## src/rtl/mem_arb_pkg.sv

```systemverilog
// Shared definitions for the data memory arbiter.
//   state_e    : dump engine FSM encoding (3 bits).
//   WORD_SHIFT : left shift that turns a word index into a byte address.
package mem_arb_pkg;

  typedef enum logic [2:0] {
    ST_IDLE    = 3'd0,
    ST_ISSUE   = 3'd1,
    ST_CAPTURE = 3'd2,
    ST_HOLD    = 3'd3,
    ST_DONE    = 3'd4
  } state_e;

  localparam int WORD_SHIFT = 2;

endpackage

```

## src/rtl/data_mem_arbiter_dump_sequencer.sv

```systemverilog
// Memory-dump engine: walks word indices 0..DEPTH-1, reads each word from the
// shared memory and presents it to the debug unit over valid/ready.
// Ports:
//   i_clock, i_reset        : clock, asynchronous active-high reset
//   i_dump_start            : start pulse (ignored while busy)
//   i_dump_ready            : debug unit accepts o_dump_data
//   i_dump_grant            : top-level arbiter grants the memory this cycle
//   i_mem_dataread          : synchronous read data from the memory
//   o_dump_req              : engine wants the memory (ISSUE state)
//   o_starved               : starvation counter has reached its limit
//   o_dump_addr             : byte address of the current word
//   o_dump_grant_taken      : request and grant coincide this cycle
//   o_dump_data/valid/busy/done : debug-side stream and status
module dump_sequencer
  import mem_arb_pkg::*;
#(
  parameter int DATA_WIDTH   = 32,
  parameter int DEPTH        = 32,
  parameter int STARVE_LIMIT = 4
) (
  input  logic                  i_clock,
  input  logic                  i_reset,
  input  logic                  i_dump_start,
  input  logic                  i_dump_ready,
  input  logic                  i_dump_grant,
  input  logic [DATA_WIDTH-1:0] i_mem_dataread,
  output logic                  o_dump_req,
  output logic                  o_starved,
  output logic [DATA_WIDTH-1:0] o_dump_addr,
  output logic                  o_dump_grant_taken,
  output logic [DATA_WIDTH-1:0] o_dump_data,
  output logic                  o_dump_valid,
  output logic                  o_dump_busy,
  output logic                  o_dump_done
);

  localparam int IDX_W = (DEPTH > 1) ? $clog2(DEPTH) : 1;
  localparam int CNT_W = (STARVE_LIMIT > 0) ? $clog2(STARVE_LIMIT + 1) : 1;
  localparam logic [IDX_W-1:0] LAST_IDX = IDX_W'(DEPTH - 1);
  localparam logic [CNT_W-1:0] LIMIT    = CNT_W'(STARVE_LIMIT);

  state_e                  state_q, state_d;
  logic [IDX_W-1:0]        idx_q, idx_d;
  logic [CNT_W-1:0]        starve_cnt_q, starve_cnt_d;
  logic [DATA_WIDTH-1:0]   data_q, data_d;
  logic [DATA_WIDTH-1:0]   idx_wide;

  // State, index, starvation counter and captured word registers.
  always_ff @(posedge i_clock or posedge i_reset) begin
    if (i_reset) begin
      state_q      <= ST_IDLE;
      idx_q        <= '0;
      starve_cnt_q <= '0;
      data_q       <= '0;
    end else begin
      state_q      <= state_d;
      idx_q        <= idx_d;
      starve_cnt_q <= starve_cnt_d;
      data_q       <= data_d;
    end
  end

  // Next-state logic. The starvation counter saturates so that once the
  // limit is hit the engine keeps winning until it actually gets a grant.
  always_comb begin
    state_d      = state_q;
    idx_d        = idx_q;
    starve_cnt_d = starve_cnt_q;
    data_d       = data_q;
    case (state_q)
      ST_IDLE: begin
        if (i_dump_start) begin
          state_d      = ST_ISSUE;
          idx_d        = '0;
          starve_cnt_d = '0;
        end
      end
      ST_ISSUE: begin
        if (i_dump_grant) begin
          starve_cnt_d = '0;
          state_d      = ST_CAPTURE;
        end else if (starve_cnt_q < LIMIT) begin
          starve_cnt_d = starve_cnt_q + CNT_W'(1);
        end
      end
      ST_CAPTURE: begin
        // Memory read data arrives the cycle after the granted address.
        data_d  = i_mem_dataread;
        state_d = ST_HOLD;
      end
      ST_HOLD: begin
        if (i_dump_ready) begin
          if (idx_q == LAST_IDX) begin
            state_d = ST_DONE;
          end else begin
            idx_d   = idx_q + IDX_W'(1);
            state_d = ST_ISSUE;
          end
        end
      end
      ST_DONE: begin
        state_d = ST_IDLE;
      end
      default: begin
        state_d = ST_IDLE;
      end
    endcase
  end

  // Word index zero-extended and converted to a byte address.
  always_comb begin
    idx_wide              = '0;
    idx_wide[IDX_W-1:0]   = idx_q;
    o_dump_addr           = idx_wide << WORD_SHIFT;
  end

  assign o_dump_req         = (state_q == ST_ISSUE);
  assign o_starved          = (starve_cnt_q >= LIMIT);
  assign o_dump_grant_taken = o_dump_req && i_dump_grant;
  assign o_dump_data        = data_q;
  assign o_dump_valid       = (state_q == ST_HOLD);
  assign o_dump_busy        = (state_q != ST_IDLE);
  assign o_dump_done        = (state_q == ST_DONE);

endmodule

```

## src/rtl/data_mem_arbiter.sv

```systemverilog
// Arbitrates the single-port data memory between the MEM pipeline stage and
// the debug memory-dump engine. The pipeline wins unless the dump engine has
// been denied STARVE_LIMIT times in a row, in which case the pipeline is
// stalled for one cycle.
// Ports:
//   i_clock, i_reset                         : clock, async active-high reset
//   i_pipe_req/write/address/datawrite       : pipeline memory request
//   o_pipe_dataread, o_pipe_stall            : pipeline load data and stall
//   i_dump_start, i_dump_ready               : debug unit control
//   o_dump_data/valid/busy/done              : debug unit stream and status
//   o_mem_address/datawrite/memwrite         : to the memory
//   i_mem_dataread                           : from the memory (1-cycle read)
module data_mem_arbiter
  import mem_arb_pkg::*;
#(
  parameter int DATA_WIDTH   = 32,
  parameter int DEPTH        = 32,
  parameter int STARVE_LIMIT = 4
) (
  input  logic                  i_clock,
  input  logic                  i_reset,
  input  logic                  i_pipe_req,
  input  logic                  i_pipe_write,
  input  logic [DATA_WIDTH-1:0] i_pipe_address,
  input  logic [DATA_WIDTH-1:0] i_pipe_datawrite,
  output logic [DATA_WIDTH-1:0] o_pipe_dataread,
  output logic                  o_pipe_stall,
  input  logic                  i_dump_start,
  input  logic                  i_dump_ready,
  output logic [DATA_WIDTH-1:0] o_dump_data,
  output logic                  o_dump_valid,
  output logic                  o_dump_busy,
  output logic                  o_dump_done,
  output logic [DATA_WIDTH-1:0] o_mem_address,
  output logic [DATA_WIDTH-1:0] o_mem_datawrite,
  output logic                  o_mem_memwrite,
  input  logic [DATA_WIDTH-1:0] i_mem_dataread
);

  logic                  dump_req;
  logic                  starved;
  logic                  dump_grant;
  logic                  dump_grant_taken;
  logic [DATA_WIDTH-1:0] dump_addr;

  dump_sequencer #(
    .DATA_WIDTH  (DATA_WIDTH),
    .DEPTH       (DEPTH),
    .STARVE_LIMIT(STARVE_LIMIT)
  ) u_dump_sequencer (
    .i_clock           (i_clock),
    .i_reset           (i_reset),
    .i_dump_start      (i_dump_start),
    .i_dump_ready      (i_dump_ready),
    .i_dump_grant      (dump_grant),
    .i_mem_dataread    (i_mem_dataread),
    .o_dump_req        (dump_req),
    .o_starved         (starved),
    .o_dump_addr       (dump_addr),
    .o_dump_grant_taken(dump_grant_taken),
    .o_dump_data       (o_dump_data),
    .o_dump_valid      (o_dump_valid),
    .o_dump_busy       (o_dump_busy),
    .o_dump_done       (o_dump_done)
  );

  // The dump only wins an idle memory, or a busy one once it is starved;
  // in the latter case the pipeline is told to hold and retry.
  assign dump_grant   = dump_req && (!i_pipe_req || starved);
  assign o_pipe_stall = dump_req && i_pipe_req && starved;

  assign o_pipe_dataread = i_mem_dataread;

  // Memory mux. A stalled store never reaches the memory because a stall
  // always coincides with a dump grant, which forces a read.
  always_comb begin
    o_mem_address   = i_pipe_address;
    o_mem_datawrite = i_pipe_datawrite;
    o_mem_memwrite  = i_pipe_req && i_pipe_write;
    if (dump_grant_taken) begin
      o_mem_address   = dump_addr;
      o_mem_datawrite = '0;
      o_mem_memwrite  = 1'b0;
    end
  end

endmodule

```

## config.mk

```make
export PLATFORM = sky130hd
export DESIGN_NAME = data_mem_arbiter
export DESIGN_NICKNAME = d
export VERILOG_FILES = /design/src/rtl/mem_arb_pkg.sv /design/src/rtl/data_mem_arbiter_dump_sequencer.sv /design/src/rtl/data_mem_arbiter.sv
export SDC_FILE = /design/constraint.sdc
export NUM_CORES = 1
export LEC_CHECK = 0
export ABC_CLOCK_PERIOD_IN_PS = 4950
export BUFFER_PORTS_ARGS = -buffer_cell sky130_fd_sc_hd__buf_2
export CAP_MARGIN = 20
export CORE_AREA = 3 3 91 93
export DETAILED_ROUTE_END_ITERATION = 12
export DIE_AREA = 0 0 94 96
export HOLD_SLACK_MARGIN = 0.15
export PLACE_DENSITY = 0.79
export SLEW_MARGIN = 20
export SYNTH_ARGS = -nofsm -noshare
export SYNTH_HDL_FRONTEND = slang
export SYNTH_SLANG_ARGS = --single-unit
```

## constraint.sdc

```tcl
create_clock -name i_clock -period 4.95 [get_ports i_clock]
set_clock_uncertainty 0.05 [all_clocks]
set_input_delay 0.495 -clock i_clock [delete_from_list [all_inputs] [get_ports i_clock]]
set_output_delay 0.495 -clock i_clock [all_outputs]
set_load 0.01 [all_outputs]
```

; ---- After elaboration in Yosys (flattened, before gate mapping)
; Cells that the tools add are included.
[totals]
reg_bits = 43
in_bits = 102
output_inout_bits = 133
word_cells = 48
[op_classes]
addsub = 2
order_cmp = 2
eq_ne = 10
n_mux = 16
reduce_logical = 14
[ops]
columns = cell, n
row1 = $mux W32, 2
row2 = $mux W3, 7
row3 = $mux W5, 3
row4 = $pmux W3 S4, 1
row5 = $pmux W5 S2, 1
row6 = $eq A3 B2 Y1 const B, 2
row7 = $ne A2 B2 Y1 const B, 3
row8 = $pmux W3 S2, 1
row9 = $reduce_and A3 Y1, 2
row10 = $add A5 B1 Y5 const B, 1
row11 = $eq A5 B5 Y1 const B, 1
row12 = $logic_and A1 B1 Y1, 5
row13 = $reduce_and A4 Y1, 1
row14 = $reduce_bool A2 Y1, 2
row15 = $add A3 B1 Y3 const B, 1
row16 = $eq A3 B1 Y1 const B, 1
row17 = $eq A3 B3 Y1 const B, 1
row18 = $ge A3 B3 Y1 const B, 1
row19 = $logic_not A3 Y1, 1
row20 = $lt A3 B3 Y1 const B, 1
row21 = $ne A3 B1 Y1 const B, 1
row22 = $reduce_bool A3 Y1, 1
row23 = $ne A2 B1 Y1 const B, 1
row24 = $logic_not A1 Y1, 1
row25 = other kinds (2), 2

; ---- Longest topological paths before layout
; Gate-level depths: netlist (run 1).
[logic_depth]
ltp_word = 5
depth_mapped = 6
ltp_nobuf = 6

; ---- By module
; A second synthesis (run 1) with hierarchy kept.
[hier_totals]
cells_unflattened = 279
area_unflattened_um2 = 3235.6
[by_module_without_submodules]
columns = mod, n_inst, cells_per_inst, area_per_inst_um2, seq_area_each_um2
row1 = dump_sequencer, 1, 171, 2292.2, 1076.0
row2 = data_mem_arbiter, 1, 108, 943.4, 0.0

; ---- Worst setup path before layout (run 1)
; Ideal clock, no wire load.
[synth_path]
path_kind = in2out
start = in i_pipe_req
end = out o_mem_address[6]
arrival_ps = 1411
t_required_ps = 4405
slack_ps = 2994
path_stages = 5
n_path_buf = 2
path_cell_list = nor2b_1 nand2b_1 buf_6 buf_6 mux2_4
[synth_between]
elab_chain_cells = 5
[synth_lines]
columns = item, line_no
row1 = start: declaration, data_mem_arbiter.sv:22  ; input logic i_pipe_req,
row2 = $logic_not A1 Y1, data_mem_arbiter.sv:69  ; assign dump_grant = dump_req && (!i_pipe_req || starved);
row3 = $logic_or A1 B1 Y1, data_mem_arbiter.sv:69
row4 = $logic_and A1 B1 Y1, data_mem_arbiter.sv:69
row5 = $logic_and A1 B1 Y1, data_mem_arbiter_dump_sequencer.sv:119  ; assign o_dump_grant_taken = o_dump_req && i_dump_grant;
row6 = $mux W32, data_mem_arbiter.sv:80  ; if (dump_grant_taken) begin
row7 = end: declaration, data_mem_arbiter.sv:34  ; output logic [DATA_WIDTH-1:0] o_mem_address,
; No other way between the ends.

; ---- Worst setup path after layout (run 1)
[layout_path]
start = reg u_dump_sequencer.state_q[0]
end = out o_mem_datawrite[20]
[layout_between]
elab_chain_cells = 4
[layout_lines]
columns = item, line_no
row1 = start: declaration, data_mem_arbiter_dump_sequencer.sv:42  ; state_e state_q, state_d;
row2 = start signal: assignment, data_mem_arbiter_dump_sequencer.sv:56  ; state_q <= state_d;
row3 = $eq A3 B1 Y1 (*), data_mem_arbiter_dump_sequencer.sv:117  ; assign o_dump_req = (state_q == ST_ISSUE);
row4 = $logic_and A1 B1 Y1, data_mem_arbiter.sv:69
row5 = $logic_and A1 B1 Y1 (*), data_mem_arbiter_dump_sequencer.sv:119
row6 = $mux W32 (*), data_mem_arbiter.sv:80
row7 = end: declaration, data_mem_arbiter.sv:35  ; output logic [DATA_WIDTH-1:0] o_mem_datawrite,
; Every way passes the cells marked *; elsewhere a longest branch is shown, timed or not.

==> results of run 1 <==
==> layer usage <==
metal  GRT usage, %  vias to the layer above  share of wire (%)
li1               -                     1155                  -
met1          17.20                     1117                 35
met2          31.70                      130                 56
met3          4.848                        2                9.2
met4          2.888                        0               0.36
met5              0                        -                  0
==> cells in the final DEF (no fill, tap or decap), types with 3 or more instances in the layout <==
cell / netlist / routed
buf_2: 2 / 234
and2_1: 60 / 60
o21ai_0: 3 / 3
ha_1: 4 / 4
dfrtp_1: 43 / 43
mux2_2: 37 / 37
clkbuf_8: 0 / 5
inv_1: 8 / 7
buf_4: 35 / 4
nand2_1: 6 / 6
==> cells by family (layout without fill, tap and decap cells) <==
kind of cell | count (synthesis) | in the layout | synth area share [%]
flip-flops | 43 | 43 | 41.63
multiplexers | 40 | 40 | 17.47
buffers and inverters | 54 | 254 | 13.89
AO/OA/AOI/OAI | 14 | 14 | 3.921
adder cells (fa/ha/maj) | 4 | 4 | 1.936
AND/OR/NAND/NOR | 86 | 86 | 21.15
==> worst max-delay path, cell delays in order (launching register included) <==
cell and delay [ns]:
dfrtp_1 0.61, nor3b_4 0.36, nand2b_2 0.38, buf_4 0.31, and2_1 0.16, buf_2 0.14
==> state kept, by name (all words and copies together), names as in the netlist <==
name and flops:
u_dump_sequencer.starve_cnt_q 3, u_dump_sequencer.state_q 3, u_dump_sequencer.idx_q 5, u_dump_sequencer.o_dump_data 32
==> through the flow <==
stage	util, %	setup slack (ns)	hold slack, ns	cell area (µm²)
after detailed placement	47.20	2.043	0.4397	3591
final	48.36	2.149	0.2772	3679
after CTS	48.32	1.771	0.2834	3676
after global placement	47.20	2.132	0.4360	3591
after global routing	48.36	1.921	0.3209	3679
after floorplan	-	2.994	0.4500	2585
==> layout make-up <==
type / instances / share of cell area, %
timing repair buffer: 238 / 32.65
multi-input combinational: 144 / 31.50
sequential: 43 / 29.25
tap: 102 / 3.469
clock buffer: 6 / 1.973
inverter: 8 / 0.8163
clock inverter: 2 / 0.3401
==> final timing paths <==
path	cells after the start	slack (ns)	to	startpoint
worst max-delay path	5	2.15	o_mem_datawrite[20]	u_dump_sequencer.state_q[0]
min in group i_clock	2	0.40	u_dump_sequencer.o_dump_data[8]	i_mem_dataread[8]
worst min-delay path	3	0.28	u_dump_sequencer.o_dump_data[15]	i_reset
worst max register to register	6	2.97	u_dump_sequencer.idx_q[1]	u_dump_sequencer.idx_q[0]
max in group asynchronous	3	4.20	u_dump_sequencer.starve_cnt_q[2]	i_reset
worst min register to register	1	0.46	u_dump_sequencer.o_dump_data[31]	u_dump_sequencer.o_dump_data[31]
==> power by group through the flow <==
| stage | Sequential [W] | Clock (W) | Combinational, W |
|---|---|---|---|
| finish | 0.000625 | 0.000217 | 0.000937 |
| global placement | 0.000623 | 0 | 0.000927 |
| detailed placement | 0.000630 | 0 | 0.000954 |
| floorplan | 0.000665 | 0 | 0.000552 |
| CTS | 0.000627 | 0.000232 | 0.000955 |
| global route | 0.000652 | 0.000244 | 0.00103 |
==> synthesized netlist by cell type, types with 2 or more instances <==
cell	n	area (µm²)
and2_1	60	375.4
dfrtp_1	43	1076
mux2_2	37	416.7
buf_4	35	262.8
inv_1	8	30.03
clkbuf_1	6	22.52
nand2_1	6	22.52
ha_1	4	50.05
buf_6	3	33.78
o21ai_0	3	15.01
a21boi_0	2	15.01
a21oi_1	2	10.01
a2bb2oi_1	2	17.52
and3_1	2	12.51
buf_2	2	10.01
mux2i_1	2	20.02
nand4b_1	2	17.52
nor2_1	2	7.510
nor2b_1	2	12.51
nor3_1	2	10.01
or3_1	2	12.51
or3b_2	2	17.52
==> metrics.txt, run 1 <==
pin count of the biggest net entering global routing 44; Peak VDD IR ~270 µV; max-slew violation count 0; die width between 90 and 100 µm; GR Overflow Total 0; sw frac about two fifths; startpoint types flip-flop; crit-path max FO 39; vias in the first global route ~2400; via count around 2400; CTS tree yes; initial detailed-routing violation count 51; sw power around 0.00069 W; Clk pwr share 12.2%; DRC 0; nets@finish about 550; Leakage roughly 2.0 nW; core area 7607 µm²; Skew-Pair Late Insertion Delay 0.29 ns; fillcell total 733; #FFs+latches synth 43; Hold Path Class in2async; worst rel slew slack about three fifths; Cell Rows 32; hold_buf cts 0; vias per cell around 4.4; Internal Dissipation about 0.0011 W; Initial Util approximately 34%; Syn Area/Cell between 10 and 15 µm²; RSZ-0062 raised after global routing false; Ports about 240; DR pass1 iterations 4; Post-Syn Area approximately 2600 µm²; crit path kind reg2out; Syn Nets around 350; Post-Synthesis Cells between 200 and 250; share of power burned in registers 35.1%; Yosys cell types 34; status complete, no violations; Cells after DPL 535; PwrDens just under 500 nW/µm²; Tcrit/Tclk final ~57%; final setup vio count 0; Top FF cell, synth dfrtp_1; Die H ~96 µm; maxcap violations 0; clock-pin slew on the worst setup and hold paths approximately 0.080 ns; Hold Vio Cnt, Final 0; clock tree root buffer cell clkbuf_8; initial antenna violation count 0; Worst setup EP type output pin; fraction of layout cells with a size suffix above 1 between 60% and 70%; Post-Route Setup TNS 0 ns; WL/cell 14.29 µm; Worst Tran Pin Value around 0.58 ns; Resized Gates After CTS 0; Critical Path RT between 4 and 5 ns; Synth async-reset ratio 100.0%; die area 9024 µm²; worst path arrival time between 2 and 2.5 ns; Seq/Total Area, Yosys about two fifths; area of the multi-input gates around 1200 µm²; storage element area roughly 1100 µm²; GPL Wtd Cong roughly 0.73; Layout Area Growth over Synthesis 42.30%; fmax 357.0 MHz; Detail Placement HPWL 6.450 mm; post-route insts no fill around 540; antenna-violating nets left 0; # port buffers 234; Max Root-Sink Buffers 2; EDFF count, synth 0; post-layout min period between 2 and 3 ns; Power Total 0.001779 W; htree depth 2; global-route wire length before repair roughly 11 mm; Syn. warnings 0; GRT Util Overall between 15 and 20%; total wire length between 7 and 8 mm; setup bufs post-CTS 0; n_diodes 0; Comb power frac between 50% and 60%; Num CTS Buffers 5; Clock Sinks 43
Power figures use the tool's default switching activity.
==> inputs of run 2 (changes only) <==
ABC_CLOCK_PERIOD_IN_PS = 2950   (was 4950)
CORE_AREA = 3 3 89 91   (was 3 3 91 93)
DIE_AREA = 0 0 92 94   (was 0 0 94 96)
PLACE_DENSITY = 0.82   (was 0.79)
clock period = 2.95 ns   (was 4.95 ns; I/O delays follow)
==> metrics.txt, run 2 (synthesis results as in run 1) <==
Clock Sinks 43; global-route wire length before repair 11.71 mm; crit path kind reg2out; pin count of the biggest net entering global routing 65; GR Overflow Total 0; fraction of layout cells with a size suffix above 1 65.53%; Tcrit/Tclk final between 80 and 90%; Worst setup EP type output pin; number of flip-flops in the largest register 32; DRC 0; met2 global-route usage 32.12%; most frequent cells in the layout buf_2, and2_1, dfrtp_1, mux2_2, inv_1; die width 92 µm; Die H between 90 and 100 µm; RSZ-0062 raised after global routing false; GR Util met1 17.34%; hold_buf cts 1; PwrDens 812.0 nW/µm²; crit-path max FO 64; die area approximately 8600 µm²; maxcap violations 0; via count 2451; CTS tree yes; nets@finish roughly 550; worst rel slew slack 61.04%; clock-pin slew on the worst setup and hold paths about 0.08 ns; Layout Area Growth over Synthesis 42.69%; core area 7214 µm²; DR pass1 iterations 4; initial detailed-routing violation count 67; Cell Rows 31; vias in the first global route around 2400; startpoint types flip-flop; Hold Vio Cnt, Final 0; hold path startpoint i_mem_dataread[30]; Worst Tran Pin Value 0.5837 ns; Critical Path RT around 2.6 ns; Peak VDD IR about 400 µV; Reg-to-Reg Start u_dump_sequencer.idx_q[0]; commonest non-fill, non-tap cell in the layout buf_2; # port buffers ~230; fmax 409.2 MHz; WL/cell 14.54 µm; gr busiest metal met2; vias per cell between 4 and 5; final setup vio count 0; pre-CTS setup slack 0.8134 ns; Detail Placement HPWL 6.479 mm; htree depth 2; GR met3 Demand/Resource ~6%; Initial Util roughly 36%; Leakage around 2.0 nW; Critical path origin u_dump_sequencer.starve_cnt_q[2]; total wire length 7.853 mm; initial antenna violation count 1; fillcell total 691; post-layout min period 2.444 ns; Num CTS Buffers 5; status complete, no violations; Resized Gates After CTS 0; clock tree root buffer cell clkbuf_8; Post-Route Setup TNS 0 ns; worst path arrival time ~2.1 ns; GRT Util Overall 17.04%; Ports 235; n_diodes 0; final worst slack 0.5064 ns; Hold Path Class in2reg; Skew-Pair Late Insertion Delay about 0.28 ns; max-slew violation count 0; GPL Wtd Cong roughly 0.7; Max Root-Sink Buffers 2; antenna-violating nets left 0; setup bufs post-CTS 0
## run 2: where the power goes
group	switching (W)	internal, W	total, W
Clock	0.000195	0.000192	0.000387
Combinational	0.000760	0.000805	0.00156
Sequential	0.000186	0.000857	0.00104
Total	0.00114	0.00185	0.00300
## run 2: final cells by class
class	instances	area (µm²)	area share, %
well taps	99	123.9	3.358
multi-input cells	144	1159	31.41
clock buffers	7	86.33	2.341
flip-flops and latches	43	1076	29.17
repair buffers	238	1204	32.63
clock inverters	1	8.758	0.2374
inverters	8	31.28	0.8480
## run 2: critical path, stage by stage, from the launching register on
cell and delay (ns):
dfrtp_1 0.41, nor2b_1 0.30, nand2b_2 0.18, buf_4 0.39, mux2_2 0.38, buf_2 0.14
## run 2: through the flow
step | total power [W] | instances | hold slack (ns) | area [µm²] | util, %
2_1_floorplan | 0.002042 | 241 | 0.3966 | 2585 | -
3_3_place_gp | 0.002592 | 531 | 0.4360 | 3582 | 49.65
3_5_place_dp | 0.002642 | 531 | 0.3248 | 3583 | 49.67
4_1_cts | 0.003043 | 540 | 0.1862 | 3689 | 51.13
5_1_grt | 0.003231 | 540 | 0.1871 | 3689 | 51.13
6_report | 0.002995 | 540 | 0.2013 | 3689 | 51.13
## run 2: final timing paths
check / to / slack [ns] / cells past startpoint
setup / recovery: o_mem_address[2] / 0.51 / 5
hold / removal: u_dump_sequencer.o_dump_data[30] / 0.20 / 2
setup reg to reg: u_dump_sequencer.idx_q[1] / 1.00 / 6
hold reg to reg: u_dump_sequencer.o_dump_data[9] / 0.46 / 1
max in group asynchronous: u_dump_sequencer.o_dump_data[1] / 1.75 / 4
min in group asynchronous: u_dump_sequencer.o_dump_data[19] / 0.55 / 3
## run 2: metal layers
metal,routed length [µm],share of wire (%)
met3,806,10
met2,4155,53
met4,157,2.0
met5,13,0.17
met1,2720,35
